**src/rtl/mulacc_pkg.sv**
```systemverilog
// mulacc_pkg: shared constants and state encoding for the shift-add multiply-accumulate unit.
package mulacc_pkg;
    localparam int WIDTH = 32;
    localparam int CNT_W = 5;
    typedef enum logic [1:0] {S_IDLE, S_BUSY, S_DONE} state_e;
endpackage

```
**src/rtl/mulacc32_step.sv**
```systemverilog
// mulacc32_step: one shift-add iteration, kept separate so the adder can later be retimed or unrolled.
module mulacc32_step
    import mulacc_pkg::*;
(
    input  logic [2*WIDTH-1:0] acc_i,
    input  logic [2*WIDTH-1:0] mcand_i,
    input  logic               mplier_lsb_i,
    output logic [2*WIDTH-1:0] acc_o
);
    always_comb acc_o = mplier_lsb_i ? acc_i + mcand_i : acc_i;
endmodule

```
**src/rtl/mulacc32.sv**
```systemverilog
// mulacc32: sequential x = q*d + r, one multiplier bit per cycle, valid/ready on both sides.
module mulacc32
    import mulacc_pkg::*;
(
    input  logic                 clk,
    input  logic                 rst,
    input  logic                 in_valid,
    output logic                 in_ready,
    input  logic [WIDTH-1:0]     q,
    input  logic [WIDTH-1:0]     d,
    input  logic [WIDTH-1:0]     r,
    output logic                 out_valid,
    input  logic                 out_ready,
    output logic [2*WIDTH-1:0]   x
);
    state_e               state_q;
    logic [2*WIDTH-1:0]   acc_q, mcand_q, x_q, acc_d;
    logic [WIDTH-1:0]     mplier_q;
    logic [CNT_W-1:0]     cnt_q;
    logic                 out_valid_q;

    mulacc32_step u_step (
        .acc_i        (acc_q),
        .mcand_i      (mcand_q),
        .mplier_lsb_i (mplier_q[0]),
        .acc_o        (acc_d)
    );

    always_ff @(posedge clk) begin
        if (rst) begin
            state_q     <= S_IDLE;
            acc_q       <= '0;
            mcand_q     <= '0;
            mplier_q    <= '0;
            cnt_q       <= '0;
            x_q         <= '0;
            out_valid_q <= 1'b0;
        end else begin
            case (state_q)
                S_IDLE: if (in_valid) begin
                    acc_q    <= {{WIDTH{1'b0}}, r};
                    mcand_q  <= {{WIDTH{1'b0}}, d};
                    mplier_q <= q;
                    cnt_q    <= '0;
                    state_q  <= S_BUSY;
                end
                S_BUSY: begin
                    acc_q    <= acc_d;
                    mcand_q  <= mcand_q << 1;
                    mplier_q <= mplier_q >> 1;
                    cnt_q    <= cnt_q + CNT_W'(1);
                    if (cnt_q == CNT_W'(WIDTH - 1)) begin
                        state_q     <= S_DONE;
                        x_q         <= acc_d;
                        out_valid_q <= 1'b1;
                    end
                end
                S_DONE: if (out_ready) begin
                    state_q     <= S_IDLE;
                    out_valid_q <= 1'b0;
                end
                default: state_q <= S_IDLE;
            endcase
        end
    end

    assign in_ready  = (state_q == S_IDLE) && !rst;
    assign out_valid = out_valid_q;
    assign x         = x_q;
endmodule
```
**config.mk**
```make
export PLATFORM = sky130hd
export DESIGN_NAME = mulacc32
export DESIGN_NICKNAME = d
export VERILOG_FILES = /design/src/rtl/mulacc_pkg.sv /design/src/rtl/mulacc32_step.sv /design/src/rtl/mulacc32.sv
export SDC_FILE = /design/constraint.sdc
export NUM_CORES = 1
export LEC_CHECK = 0
export ABC_AREA = 1
export CORE_MARGIN = 3
export CORE_UTILIZATION = 53
export DETAILED_ROUTE_END_ITERATION = 6
export PLACE_DENSITY = 0.79
export SKIP_CTS_REPAIR_TIMING = 1
export SLEW_MARGIN = 20
export SYNTH_ARGS = -nofsm -noshare
export SYNTH_HDL_FRONTEND = slang
export SYNTH_SLANG_ARGS = --single-unit
```
**constraint.sdc**
```tcl
create_clock -name clk -period 6.1 [get_ports clk]
set_input_delay 1.22 -clock clk [delete_from_list [all_inputs] [get_ports clk]]
set_output_delay 1.22 -clock clk [all_outputs]
set_load 0.05 [all_outputs]
```
==> tab_implementation.tex, run 1 <==
\begin{tabular}{lr}
\hline
Metric & Value \\
\hline
\multicolumn{2}{l}{\textbf{Floorplan}} \\
Die span in y & 180 um \\
Full die area & 32,200 um2 \\
Die boundary width & 180 um \\
Std-Cell Rows & 62 \\
Core outline area & 29,200 um2 \\
Number of primary I/O pins & 166 \\
Initial core utilization & 54.7\% \\
\multicolumn{2}{l}{\textbf{CTS}} \\
Insertion delay to the later sink of the worst-skew pair & 0.57 ns \\
TritonCTS Buffers & 26 \\
CTS tree & yes \\
Clock sink count & 232 \\
Clock transition at the registers of the reported paths & 0.06 ns \\
Clk buf depth & 3 \\
Count of H-tree levels built during CTS & 1 \\
Root buf cell & sky130\_fd\_sc\_hd\_\_clkbuf\_16 \\
\multicolumn{2}{l}{\textbf{Synth}} \\
Count of cell types in the netlist & 41 \\
Count of synthesis-stage warnings from yosys & 0 \\
Average cell area after synthesis & 5.96 um2 \\
Register area share after synthesis & 29.1\% \\
Total standard cell area after synthesis & 16,000 um2 \\
Mapped Nets & 2,842 \\
Main synth FF type & sky130\_fd\_sc\_hd\_\_dfxtp\_1 \\
Number of enable flip-flop cells after synthesis & 0 \\
Post-synthesis sequential element count & 232 \\
Fraction of registers with async set or reset after synthesis & 0\% \\
Cells after Synth & 2,676 \\
\multicolumn{2}{l}{\textbf{GRT}} \\
Busiest grt layer & met2 \\
Met3 Track Usage GR & 4.12\% \\
Remaining global-route overflow & 0 \\
Via count of the first global-routing pass & 15,649 \\
Wire length of the first global-routing pass & 83,100 um \\
Overall routing resource usage & 31.2\% \\
Met2 track demand over resource & 48.9\% \\
Number of antenna violations at the first check in global routing & 0 \\
Pin count of the biggest net entering global routing & 80 \\
Met1 GRT Util & 45.9\% \\
\multicolumn{2}{l}{\textbf{Critical path}} \\
Total number of cells along the worst setup path & 3 \\
Class of the most critical setup path & in2out \\
Crit path max fanout & 70 \\
WP buf/inv & 2 \\
Number of cells traversed by the worst register-to-register path & 8 \\
Required time reported for the critical path endpoint & 4.88 ns \\
Cell family with the largest share of critical-path delay & buffers and inverters \\
Critical-path cell with the highest stage delay & sky130\_fd\_sc\_hd\_\_clkdlybuf4s50\_1 \\
Crit-path cells & buf\_4, nor3\_1, clkdlybuf4s50\_1 \\
Element type at the critical path end & output port \\
R2r setup slk & 2.96 ns \\
Delay of the slowest cell on the worst path & 0.74 ns \\
Worst Path Arrival & 2.70 ns \\
Crit start category & input port \\
End of the worst register-to-register path & x[12]\$\_SDFFE\_PP0P\_ \\
Source of the worst register-to-register timing path & state\_q[0]\$\_SDFFE\_PP0P\_ \\
\multicolumn{2}{l}{\textbf{Hold path}} \\
Hold endpoint & mplier\_q[6]\$\_SDFFE\_PP0P\_ \\
HP Start & mplier\_q[6]\$\_SDFFE\_PP0P\_ \\
Worst hold path cell count & 2 \\
Min-delay worst type & reg2reg \\
\multicolumn{2}{l}{\textbf{Cells and area}} \\
Fraction of final layout cells with drive strength greater than 1 & 5.93\% \\
Antenna diodes & 0 \\
Number of nets in the final layout & 2,947 \\
Post-route standard cell area excluding fillers & 18,700 um2 \\
Fraction of the core area covered by cells at the end of the flow & 64.0\% \\
Post-synthesis to final-layout area growth & 16.9\% \\
Count of non-filler cells in the finished layout & 3,185 \\
\multicolumn{2}{l}{\textbf{STA}} \\
Period utilisation layout & 64.3\% \\
Sum of negative setup slack & 0 ns \\
Pin slew with the least headroom to its limit & 1.06 ns \\
Fin. Hold Viols & 0 \\
Largest clock skew in the final design & 0.0156 ns \\
Maximum frequency from static timing analysis & 255 MHz \\
Final setup violating endpoints & 0 \\
RSZ-0062 raised after global routing & false \\
Final max-slew violation count & 0 \\
Headroom to the max-slew limit & 29.4\% \\
Minimum clock period & 3.92 ns \\
\multicolumn{2}{l}{\textbf{Routing}} \\
Post-detailed-route via-to-cell ratio & 5.27 \\
Average detailed-routed wire length per instance & 16.3 um \\
Post-route DRC & 4 \\
Total number of vias & 16,791 \\
1st-iter DRT viols & 1,464 \\
Final routed wirelength across all metal layers & 52,000 um \\
Post-route antenna net violation count & 0 \\
DR pass1 iterations & 7 \\
\multicolumn{2}{l}{\textbf{Placed design}} \\
Count of input and output buffers & 165 \\
Number of cells after detailed placement & 3,137 \\
Post-detailed-placement cell area & 17,700 um2 \\
Post-detailed-placement half-perimeter wirelength & 40,100 um \\
RD Place Congestion & 0.998 \\
\multicolumn{2}{l}{\textbf{Power}} \\
Power density over the cells & 209 nW/um2 \\
Reported leakage power & 0.00934 uW \\
Peak ir drop on the vdd network & 0.000208 V \\
Overall power of the completed layout & 3900 uW \\
\multicolumn{2}{l}{\textbf{Run}} \\
Number of max-cap violations & 0 \\
\multicolumn{2}{l}{\textbf{Outcome}} \\
Run status & finished with violations \\
Violations in the final reports & design-rule violations \\
\hline
\end{tabular}
sequential cells by signal, summed over array words and instances (netlist names):
register	cells
mplier_q	32
x	64
state_q	2
mcand_q	64
out_valid	1
acc_q	64
cnt_q	5
power breakdown:
part	internal, uW	switching (uW)	total, uW	leakage (uW)
clock	999	676	1670	0.000460
combinational	222	381	603	0.00700
sequential	1570	54.8	1630	0.00189
total	2790	1110	3900	0.00934
synthesized netlist by cell type, types with 3 or more instances:
cell                       instances  share of area, %
sky130_fd_sc_hd__a21oi_1         140               4.4
sky130_fd_sc_hd__nor2_2           18              0.71
sky130_fd_sc_hd__nand3_1         109               3.4
sky130_fd_sc_hd__nor3_2            5              0.31
sky130_fd_sc_hd__o21a_1           28               1.3
sky130_fd_sc_hd__nand2_2          20              0.78
sky130_fd_sc_hd__inv_1           476                11
sky130_fd_sc_hd__clkbuf_1         50               1.2
sky130_fd_sc_hd__nand2_1        1078                25
sky130_fd_sc_hd__nand3b_1          5              0.24
sky130_fd_sc_hd__inv_2            11              0.26
sky130_fd_sc_hd__or2_2            28               1.1
sky130_fd_sc_hd__a22oi_1          28               1.3
sky130_fd_sc_hd__o21ai_0          66               2.1
sky130_fd_sc_hd__nor3_1           10              0.31
sky130_fd_sc_hd__buf_1             9              0.21
sky130_fd_sc_hd__xnor2_1          21               1.2
sky130_fd_sc_hd__nand3_2          16               1.0
sky130_fd_sc_hd__buf_4             8              0.38
sky130_fd_sc_hd__nand4_1           3              0.12
sky130_fd_sc_hd__ha_1             65               5.1
sky130_fd_sc_hd__a31oi_1          36               1.4
sky130_fd_sc_hd__o21ai_2           4              0.22
sky130_fd_sc_hd__nor2_1          100               2.4
sky130_fd_sc_hd__o211ai_1         27               1.3
sky130_fd_sc_hd__a21o_1            4              0.19
sky130_fd_sc_hd__buf_2            30              0.94
sky130_fd_sc_hd__dfxtp_1         232                29
sky130_fd_sc_hd__o221ai_1          5              0.27
sky130_fd_sc_hd__o21bai_1         29               1.4
worst min-delay path, delay by kind of cell (launching register included):
kind	cells	cell delay, ns
simple gates	1	0.06
flops	1	0.31
compound gates	1	0.05
layout make-up:
class	instances	area [um2]
fillers	2724	10500
clock buffers	36	758
flip-flops and latches	232	4650
repair buffers	176	1730
multi-input cells	1858	9040
clock inverters	12	164
inverters	487	1830
well taps	384	480
how the worst max path moves through the flow:
stage               startpoint        to
finish                     rst  in_ready
global placement           rst  in_ready
floorplan                  rst  in_ready
detailed placement         rst  in_ready
global route               rst  in_ready
CTS                        rst  in_ready
per-layer routing:
metal / wire (um) / vias to the layer above
met1: 24300 / 7685
met2: 22400 / 597
li1: - / 8435
met5: 0 / -
met3: 4030 / 74
met4: 1190 / 0
cells by family after synthesis:
family / share of synthesized area [%]
and+or+nand+nor: 36.1
buffers and inverters: 14.3
AOI/OAI and AO/OA: 14.1
DFF: 29.1
adders and majority gates: 5.22
xor gates and xnor gates: 1.15
per-stage QoR:
stage               worst slack [ns]  hold WS (ns)
finish                          2.18         0.467
global route                    2.08         0.487
CTS                             2.16         0.465
detailed placement              2.18         0.455
global placement                2.19         0.453
floorplan                       2.25         0.440
cell usage in the layout, fill, tap and decap left out, types with 4 or more instances in the layout:
| cell type | n |
|---|---|
| sky130_fd_sc_hd__nor3_1 | 10 |
| sky130_fd_sc_hd__nand3_1 | 109 |
| sky130_fd_sc_hd__a31oi_1 | 36 |
| sky130_fd_sc_hd__a22oi_1 | 28 |
| sky130_fd_sc_hd__clkinv_2 | 7 |
| sky130_fd_sc_hd__nand3_2 | 16 |
| sky130_fd_sc_hd__nor2_1 | 99 |
| sky130_fd_sc_hd__nand2_2 | 20 |
| sky130_fd_sc_hd__nor3_2 | 5 |
| sky130_fd_sc_hd__o21a_1 | 28 |
| sky130_fd_sc_hd__o221ai_1 | 5 |
| sky130_fd_sc_hd__o211ai_1 | 27 |
| sky130_fd_sc_hd__clkdlybuf4s50_1 | 164 |
| sky130_fd_sc_hd__nand2_1 | 1078 |
| sky130_fd_sc_hd__a21oi_1 | 140 |
| sky130_fd_sc_hd__inv_1 | 476 |
| sky130_fd_sc_hd__clkbuf_16 | 26 |
| sky130_fd_sc_hd__a21o_1 | 4 |
| sky130_fd_sc_hd__o21bai_1 | 29 |
| sky130_fd_sc_hd__xnor2_1 | 21 |
| sky130_fd_sc_hd__ha_1 | 65 |
| sky130_fd_sc_hd__or2_2 | 28 |
| sky130_fd_sc_hd__o21ai_2 | 4 |
| sky130_fd_sc_hd__buf_4 | 12 |
| sky130_fd_sc_hd__dfxtp_1 | 231 |
| sky130_fd_sc_hd__nor2_2 | 17 |
| sky130_fd_sc_hd__clkbuf_8 | 7 |
| sky130_fd_sc_hd__o21ai_0 | 66 |
| sky130_fd_sc_hd__inv_2 | 10 |
| sky130_fd_sc_hd__nand3b_1 | 5 |
No activity file was read; power rests on OpenSTA's default activity.
==> inputs of run 2 (changes only) <==
Settings changed: PLACE_DENSITY 0.79 to 0.82.
Clock period 6.1 ns to 3.25 ns, I/O delays scaled along.
==> run 2 against run 1 <==
Against the previous run:
- the flow now finishes without violations
- critical path depth decreased by 1
- clock power increased by 87%
- total power increased by 87%
- clock skew decreased by 0.0030 ns
- worst setup slack got worse by 1.6 ns
- global-route usage increased by 0.21 points
- via count increased by 0.56%
- core utilization increased by 0.34 points
- largest power group unchanged
==> tab_implementation.tex, run 2 (synthesis gave the netlist of run 1 again) <==
\begin{tabular}{lr}
\hline
Metric & Value \\
\hline
\multicolumn{2}{l}{\textbf{Outcome}} \\
Run status & completed \\
\multicolumn{2}{l}{\textbf{Routing}} \\
DR pass1 iterations & 7 \\
1st-iter DRT viols & 1,536 \\
Post-detailed-route via-to-cell ratio & 5.29 \\
Total number of vias & 16,885 \\
Post-route antenna net violation count & 0 \\
Post-route DRC & 0 \\
Average detailed-routed wire length per instance & 16.4 um \\
Final routed wirelength across all metal layers & 52,200 um \\
\multicolumn{2}{l}{\textbf{Placed design}} \\
Post-detailed-placement half-perimeter wirelength & 39,500 um \\
RD Place Congestion & 0.977 \\
Count of input and output buffers & 165 \\
Post-detailed-placement cell area & 17,800 um2 \\
\multicolumn{2}{l}{\textbf{GRT}} \\
Remaining global-route overflow & 0 \\
Wire length of the first global-routing pass & 84,200 um \\
Number of antenna violations at the first check in global routing & 0 \\
Via count of the first global-routing pass & 16,087 \\
Pin count of the biggest net entering global routing & 155 \\
Overall routing resource usage & 31.4\% \\
\multicolumn{2}{l}{\textbf{Cells and area}} \\
Number of nets in the final layout & 2,952 \\
Post-route standard cell area excluding fillers & 18,800 um2 \\
Commonest non-fill, non-tap cells in the layout & sky130\_fd\_sc\_hd\_\_nand2\_1 (1,078), sky130\_fd\_sc\_hd\_\_inv\_1 (476), sky130\_fd\_sc\_hd\_\_dfxtp\_1 (231) \\
Post-synthesis to final-layout area growth & 17.5\% \\
Fraction of final layout cells with drive strength greater than 1 & 6.02\% \\
Filler Cell Count & 2,764 \\
Antenna diodes & 0 \\
Fraction of the core area covered by cells at the end of the flow & 64.3\% \\
Most frequent standard cell in the layout excluding fill and tap cells & sky130\_fd\_sc\_hd\_\_nand2\_1 \\
\multicolumn{2}{l}{\textbf{STA}} \\
Final max-slew violation count & 0 \\
Final setup violating endpoints & 0 \\
Fin. Hold Viols & 0 \\
Largest clock skew in the final design & 0.0126 ns \\
Minimum clock period & 2.72 ns \\
Maximum frequency from static timing analysis & 368 MHz \\
Headroom to the max-slew limit & 32.8\% \\
RSZ-0062 raised after global routing & false \\
Sum of negative setup slack & 0 ns \\
Pin slew with the least headroom to its limit & 1.01 ns \\
Period utilisation layout & 83.6\% \\
\multicolumn{2}{l}{\textbf{Critical path}} \\
Launching element of the worst setup path & state\_q[0]\$\_SDFFE\_PP0P\_ \\
Source of the worst register-to-register timing path & acc\_q[59]\$\_SDFFE\_PP0P\_ \\
End of the worst register-to-register path & x[62]\$\_SDFFE\_PP0P\_ \\
Number of cells traversed by the worst register-to-register path & 13 \\
Required time reported for the critical path endpoint & 2.60 ns \\
Element type at the critical path end & output port \\
R2r setup slk & 0.67 ns \\
Class of the most critical setup path & reg2out \\
Worst Path Arrival & 2.07 ns \\
Capture point of the worst path & in\_ready \\
Crit start category & flip-flop \\
Crit path max fanout & 10 \\
\multicolumn{2}{l}{\textbf{Floorplan}} \\
Full die area & 32,200 um2 \\
Number of primary I/O pins & 166 \\
Core outline area & 29,200 um2 \\
Die boundary width & 180 um \\
Die span in y & 180 um \\
Std-Cell Rows & 62 \\
Initial core utilization & 54.7\% \\
\multicolumn{2}{l}{\textbf{CTS}} \\
Root buf cell & sky130\_fd\_sc\_hd\_\_clkbuf\_16 \\
Clock transition at the registers of the reported paths & 0.06 ns \\
CTS tree & yes \\
TritonCTS Buffers & 26 \\
Clk buf depth & 3 \\
Insertion delay to the later sink of the worst-skew pair & 0.56 ns \\
Clock sink count & 232 \\
Count of H-tree levels built during CTS & 1 \\
\multicolumn{2}{l}{\textbf{Power}} \\
Power share of the clock group & 42.6\% \\
Proportion of total power due to net switching & 28.5\% \\
Power density over the cells & 390 nW/um2 \\
Proportion of power drawn by combinational gates & 15.9\% \\
Reported leakage power & 0.00938 uW \\
Net switching power figure & 2090 uW \\
Reg power frac & 41.5\% \\
Overall power of the completed layout & 7320 uW \\
Internal power component & 5230 uW \\
Peak ir drop on the vdd network & 0.000432 V \\
\multicolumn{2}{l}{\textbf{Hold path}} \\
Min-delay worst type & reg2reg \\
HP Start & x[1]\$\_SDFFE\_PP0P\_ \\
\multicolumn{2}{l}{\textbf{Run}} \\
Number of max-cap violations & 0 \\
\hline
\end{tabular}
==> run 2: changes by cell type in the layout (fill, tap and decap cells not counted) <==
cell / before / now
sky130_fd_sc_hd__buf_4: 12 / 11
sky130_fd_sc_hd__bufinv_16: 3 / 2
sky130_fd_sc_hd__clkinv_2: 7 / 4
sky130_fd_sc_hd__buf_12: 0 / 6
sky130_fd_sc_hd__clkbuf_1: 3 / 4
sky130_fd_sc_hd__clkbuf_8: 7 / 9
==> run 2: worst min path at each step <==
| stage | to | slack [ns] | cells after the start |
|---|---|---|---|
| 6_report | x[1]$_SDFFE_PP0P_ | 0.47 | 2 |
| 5_1_grt | x[1]$_SDFFE_PP0P_ | 0.48 | 2 |
| 4_1_cts | x[1]$_SDFFE_PP0P_ | 0.47 | 2 |
| 3_5_place_dp | x[1]$_SDFFE_PP0P_ | 0.46 | 2 |
| 3_3_place_gp | mplier_q[31]$_SDFFE_PP0P_ | 0.45 | 2 |
| 2_1_floorplan | mplier_q[31]$_SDFFE_PP0P_ | 0.44 | 2 |
==> run 2: final cells by class <==
cell class                      count  area, um2  share of cell area (%)
Multi-Input combinational cell   1858       9040                    48.2
Sequential cell                   232       4650                    24.8
Timing Repair Buffer              181       1840                    9.83
Inverter                          487       1830                    9.76
Clock buffer                       39        790                    4.21
Tap cell                          384        480                    2.56
Clock inverter                      8        119                   0.634
==> run 2: power groups by stage <==
stage,Combinational (uW),Sequential (uW),Clock [uW]
2_1_floorplan,771,3070,0
3_3_place_gp,1120,3090,0
3_5_place_dp,1130,3100,0
4_1_cts,1150,3040,3160
5_1_grt,1280,3050,3270
6_report,1160,3040,3120
==> run 2: through the flow <==
step / cells / setup WS, ns / hold WS [ns]
after CTS: 3189 / 0.508 / 0.468
after global placement: 3142 / 0.804 / 0.451
after detailed placement: 3142 / 0.754 / 0.459
after global routing: 3189 / 0.396 / 0.481
final: 3189 / 0.532 / 0.466
after floorplan: 2676 / 0.543 / 0.440
==> run 2: worst max-delay path: stages, from the launching register on <==
cell	delay [ns]
sky130_fd_sc_hd__dfxtp_1	0.42
sky130_fd_sc_hd__nor3_1	0.25
sky130_fd_sc_hd__clkdlybuf4s50_1	0.84
==> run 2: routing by layer <==
metal / track usage [%] / routed length (um)
met1: 45.5 / 23900
met2: 49.2 / 22500
met4: 7.70 / 1280
met5: 0 / 0
met3: 4.81 / 4520
==> inputs of run 3 (changes only) <==
Clock period 3.25 ns to 2.2 ns, I/O delays scaled along.
==> run 3 against run 2 <==
Against the previous run:
- the run now ends with negative setup slack left
- combinational power is 130% higher
- critical path depth grew 14
- design area grew 28%
==> tab_implementation.tex, run 3 (synthesis gave the netlist of run 1 again) <==
\begin{tabular}{lr}
\hline
Metric & Value \\
\hline
\multicolumn{2}{l}{\textbf{Floorplan}} \\
Die boundary width & 180 um \\
Std-Cell Rows & 62 \\
Number of primary I/O pins & 166 \\
Initial core utilization & 54.7\% \\
Die span in y & 180 um \\
Full die area & 32,200 um2 \\
Core outline area & 29,200 um2 \\
\multicolumn{2}{l}{\textbf{GRT}} \\
Overall routing resource usage & 34.7\% \\
Remaining global-route overflow & 0 \\
Wire length of the first global-routing pass & 92,200 um \\
Number of antenna violations at the first check in global routing & 2 \\
Via count of the first global-routing pass & 17,569 \\
Pin count of the biggest net entering global routing & 155 \\
\multicolumn{2}{l}{\textbf{STA}} \\
Pin slew with the least headroom to its limit & 0.773 ns \\
Largest clock skew in the final design & 0.0159 ns \\
Period utilisation layout & 106\% \\
Headroom to the max-slew limit & 48.5\% \\
Minimum clock period & 2.34 ns \\
RSZ-0062 raised after global routing & true \\
Final max-slew violation count & 0 \\
Maximum frequency from static timing analysis & 428 MHz \\
Final setup margin & -0.138 ns \\
Sum of negative setup slack & -1.52 ns \\
Worst hold margin & 0.285 ns \\
Fin. Hold Viols & 0 \\
Final setup violating endpoints & 33 \\
\multicolumn{2}{l}{\textbf{Critical path}} \\
Source of the worst register-to-register timing path & acc\_q[19]\$\_SDFFE\_PP0P\_ \\
Worst Path Arrival & 2.84 ns \\
Crit start category & flip-flop \\
Class of the most critical setup path & reg2reg \\
Crit path max fanout & 4 \\
End of the worst register-to-register path & acc\_q[28]\$\_SDFFE\_PP0P\_ \\
R2r setup slk & -0.14 ns \\
Required time reported for the critical path endpoint & 2.70 ns \\
Number of cells traversed by the worst register-to-register path & 16 \\
Element type at the critical path end & flip-flop \\
\multicolumn{2}{l}{\textbf{Cells and area}} \\
Storage cell area & 4790 um2 \\
Most frequent standard cell in the layout excluding fill and tap cells & sky130\_fd\_sc\_hd\_\_nand2\_1 \\
Fraction of final layout cells with drive strength greater than 1 & 32.8\% \\
Antenna diodes & 0 \\
Number of nets in the final layout & 3,199 \\
Post-synthesis to final-layout area growth & 50.1\% \\
Post-route standard cell area excluding fillers & 24,000 um2 \\
Filler Cell Count & 1,807 \\
Area occupied by multi-input gates & 11,900 um2 \\
Commonest non-fill, non-tap cells in the layout & sky130\_fd\_sc\_hd\_\_nand2\_1 (847), sky130\_fd\_sc\_hd\_\_inv\_1 (451), sky130\_fd\_sc\_hd\_\_buf\_4 (236) \\
\multicolumn{2}{l}{\textbf{CTS}} \\
CTS tree & yes \\
Root buf cell & sky130\_fd\_sc\_hd\_\_clkbuf\_16 \\
Clock transition at the registers of the reported paths & 0.07 ns \\
Clk buf depth & 3 \\
Count of H-tree levels built during CTS & 1 \\
Insertion delay to the later sink of the worst-skew pair & 0.58 ns \\
TritonCTS Buffers & 26 \\
Clock sink count & 232 \\
\multicolumn{2}{l}{\textbf{Routing}} \\
Post-detailed-route via-to-cell ratio & 5.67 \\
Final routed wirelength across all metal layers & 68,500 um \\
1st-iter DRT viols & 2,102 \\
Total number of vias & 19,502 \\
Average detailed-routed wire length per instance & 19.9 um \\
Post-route DRC & 0 \\
Post-route antenna net violation count & 0 \\
DR pass1 iterations & 6 \\
\multicolumn{2}{l}{\textbf{Power}} \\
Reported leakage power & 0.0123 uW \\
Power density over the cells & 523 nW/um2 \\
Overall power of the completed layout & 12,500 uW \\
Peak ir drop on the vdd network & 0.000684 V \\
\multicolumn{2}{l}{\textbf{Outcome}} \\
Violations in the final reports & negative setup slack \\
Run status & finished with violations \\
\multicolumn{2}{l}{\textbf{Hold path}} \\
HP Start & rst \\
Min-delay worst type & in2reg \\
Hold endpoint & acc\_q[36]\$\_SDFFE\_PP0P\_ \\
Worst hold path cell count & 2 \\
\multicolumn{2}{l}{\textbf{Placed design}} \\
RD Place Congestion & 0.959 \\
Worst setup slack after placement & -0.284 ns \\
Post-detailed-placement half-perimeter wirelength & 44,000 um \\
Post-detailed-placement cell area & 19,600 um2 \\
Count of input and output buffers & 165 \\
\multicolumn{2}{l}{\textbf{Run}} \\
Number of max-cap violations & 0 \\
\hline
\end{tabular}
==> run 3: cell count changes in the layout (fill, tap and decap cells not counted), sizes merged <==
| cell | change |
|---|---|
| buf | +248 |
| bufinv | +6 |
| clkinvlp | +2 |
| clkdlybuf4s50 | -31 |
| dlymetal6s2s | +30 |
| inv | -2 |
| clkbuf | -5 |
==> run 3: worst max-delay path by stage <==
stage / startpoint / end / slack [ns] / cells past startpoint
global placement: acc_q[0]$_SDFFE_PP0P_ / x[32]$_SDFFE_PP0P_ / -0.19 / 16
floorplan: acc_q[0]$_SDFFE_PP0P_ / x[40]$_SDFFE_PP0P_ / 0.19 / 16
CTS: acc_q[0]$_SDFFE_PP0P_ / x[32]$_SDFFE_PP0P_ / -0.30 / 16
finish: acc_q[19]$_SDFFE_PP0P_ / acc_q[28]$_SDFFE_PP0P_ / -0.14 / 16
global route: mcand_q[35]$_SDFFE_PP0P_ / x[52]$_SDFFE_PP0P_ / -0.21 / 18
detailed placement: acc_q[0]$_SDFFE_PP0P_ / x[32]$_SDFFE_PP0P_ / -0.28 / 16
==> run 3: layout make-up <==
class | count | share of cell area (%)
Tap cell | 384 | 2.01
Clock inverter | 14 | 1.24
Clock buffer | 34 | 3.09
Multi-Input combinational cell | 1858 | 49.6
Sequential cell | 232 | 20.0
Inverter | 487 | 7.68
Timing Repair Buffer | 428 | 16.4
==> run 3: worst max-delay path, cell delays in order, from the launching register on <==
cell and delay [ns]:
sky130_fd_sc_hd__dfxtp_2 0.34, sky130_fd_sc_hd__ha_4 0.25, sky130_fd_sc_hd__buf_4 0.16, sky130_fd_sc_hd__nand2_1 0.06
sky130_fd_sc_hd__nand2_1 0.08, sky130_fd_sc_hd__inv_1 0.09, sky130_fd_sc_hd__nand2_2 0.11, sky130_fd_sc_hd__inv_2 0.09
sky130_fd_sc_hd__nand2_4 0.07, sky130_fd_sc_hd__a21oi_4 0.21, sky130_fd_sc_hd__nand2_4 0.11, sky130_fd_sc_hd__buf_6 0.13
sky130_fd_sc_hd__nand2_2 0.06, sky130_fd_sc_hd__nand3_2 0.10, sky130_fd_sc_hd__o211ai_1 0.13, sky130_fd_sc_hd__nand2_1 0.11
sky130_fd_sc_hd__a21oi_2 0.15
==> run 3: power by group <==
part | leakage, uW | internal, uW | switching [uW]
Clock | 0.000506 | 3320 | 2050
Combinational | 0.00982 | 1140 | 1500
Sequential | 0.00193 | 4370 | 158
Total | 0.0123 | 8830 | 3710
==> run 3: layer usage <==
layer  global-route usage, %  vias to the layer above  share of wire [%]
li1                        -                     8941                  -
met4                    9.31                        2                4.4
met2                    55.5                     1149                 46
met3                    4.65                      251                9.0
met5                       0                        -              0.019
met1                    49.4                     9159                 40
==> run 3: stage by stage <==
step	cells	util, %
after floorplan	2676	-
after global placement	3369	67.3
after detailed placement	3369	67.3
after CTS	3417	70.9
after global routing	3437	82.1
final	3437	82.1
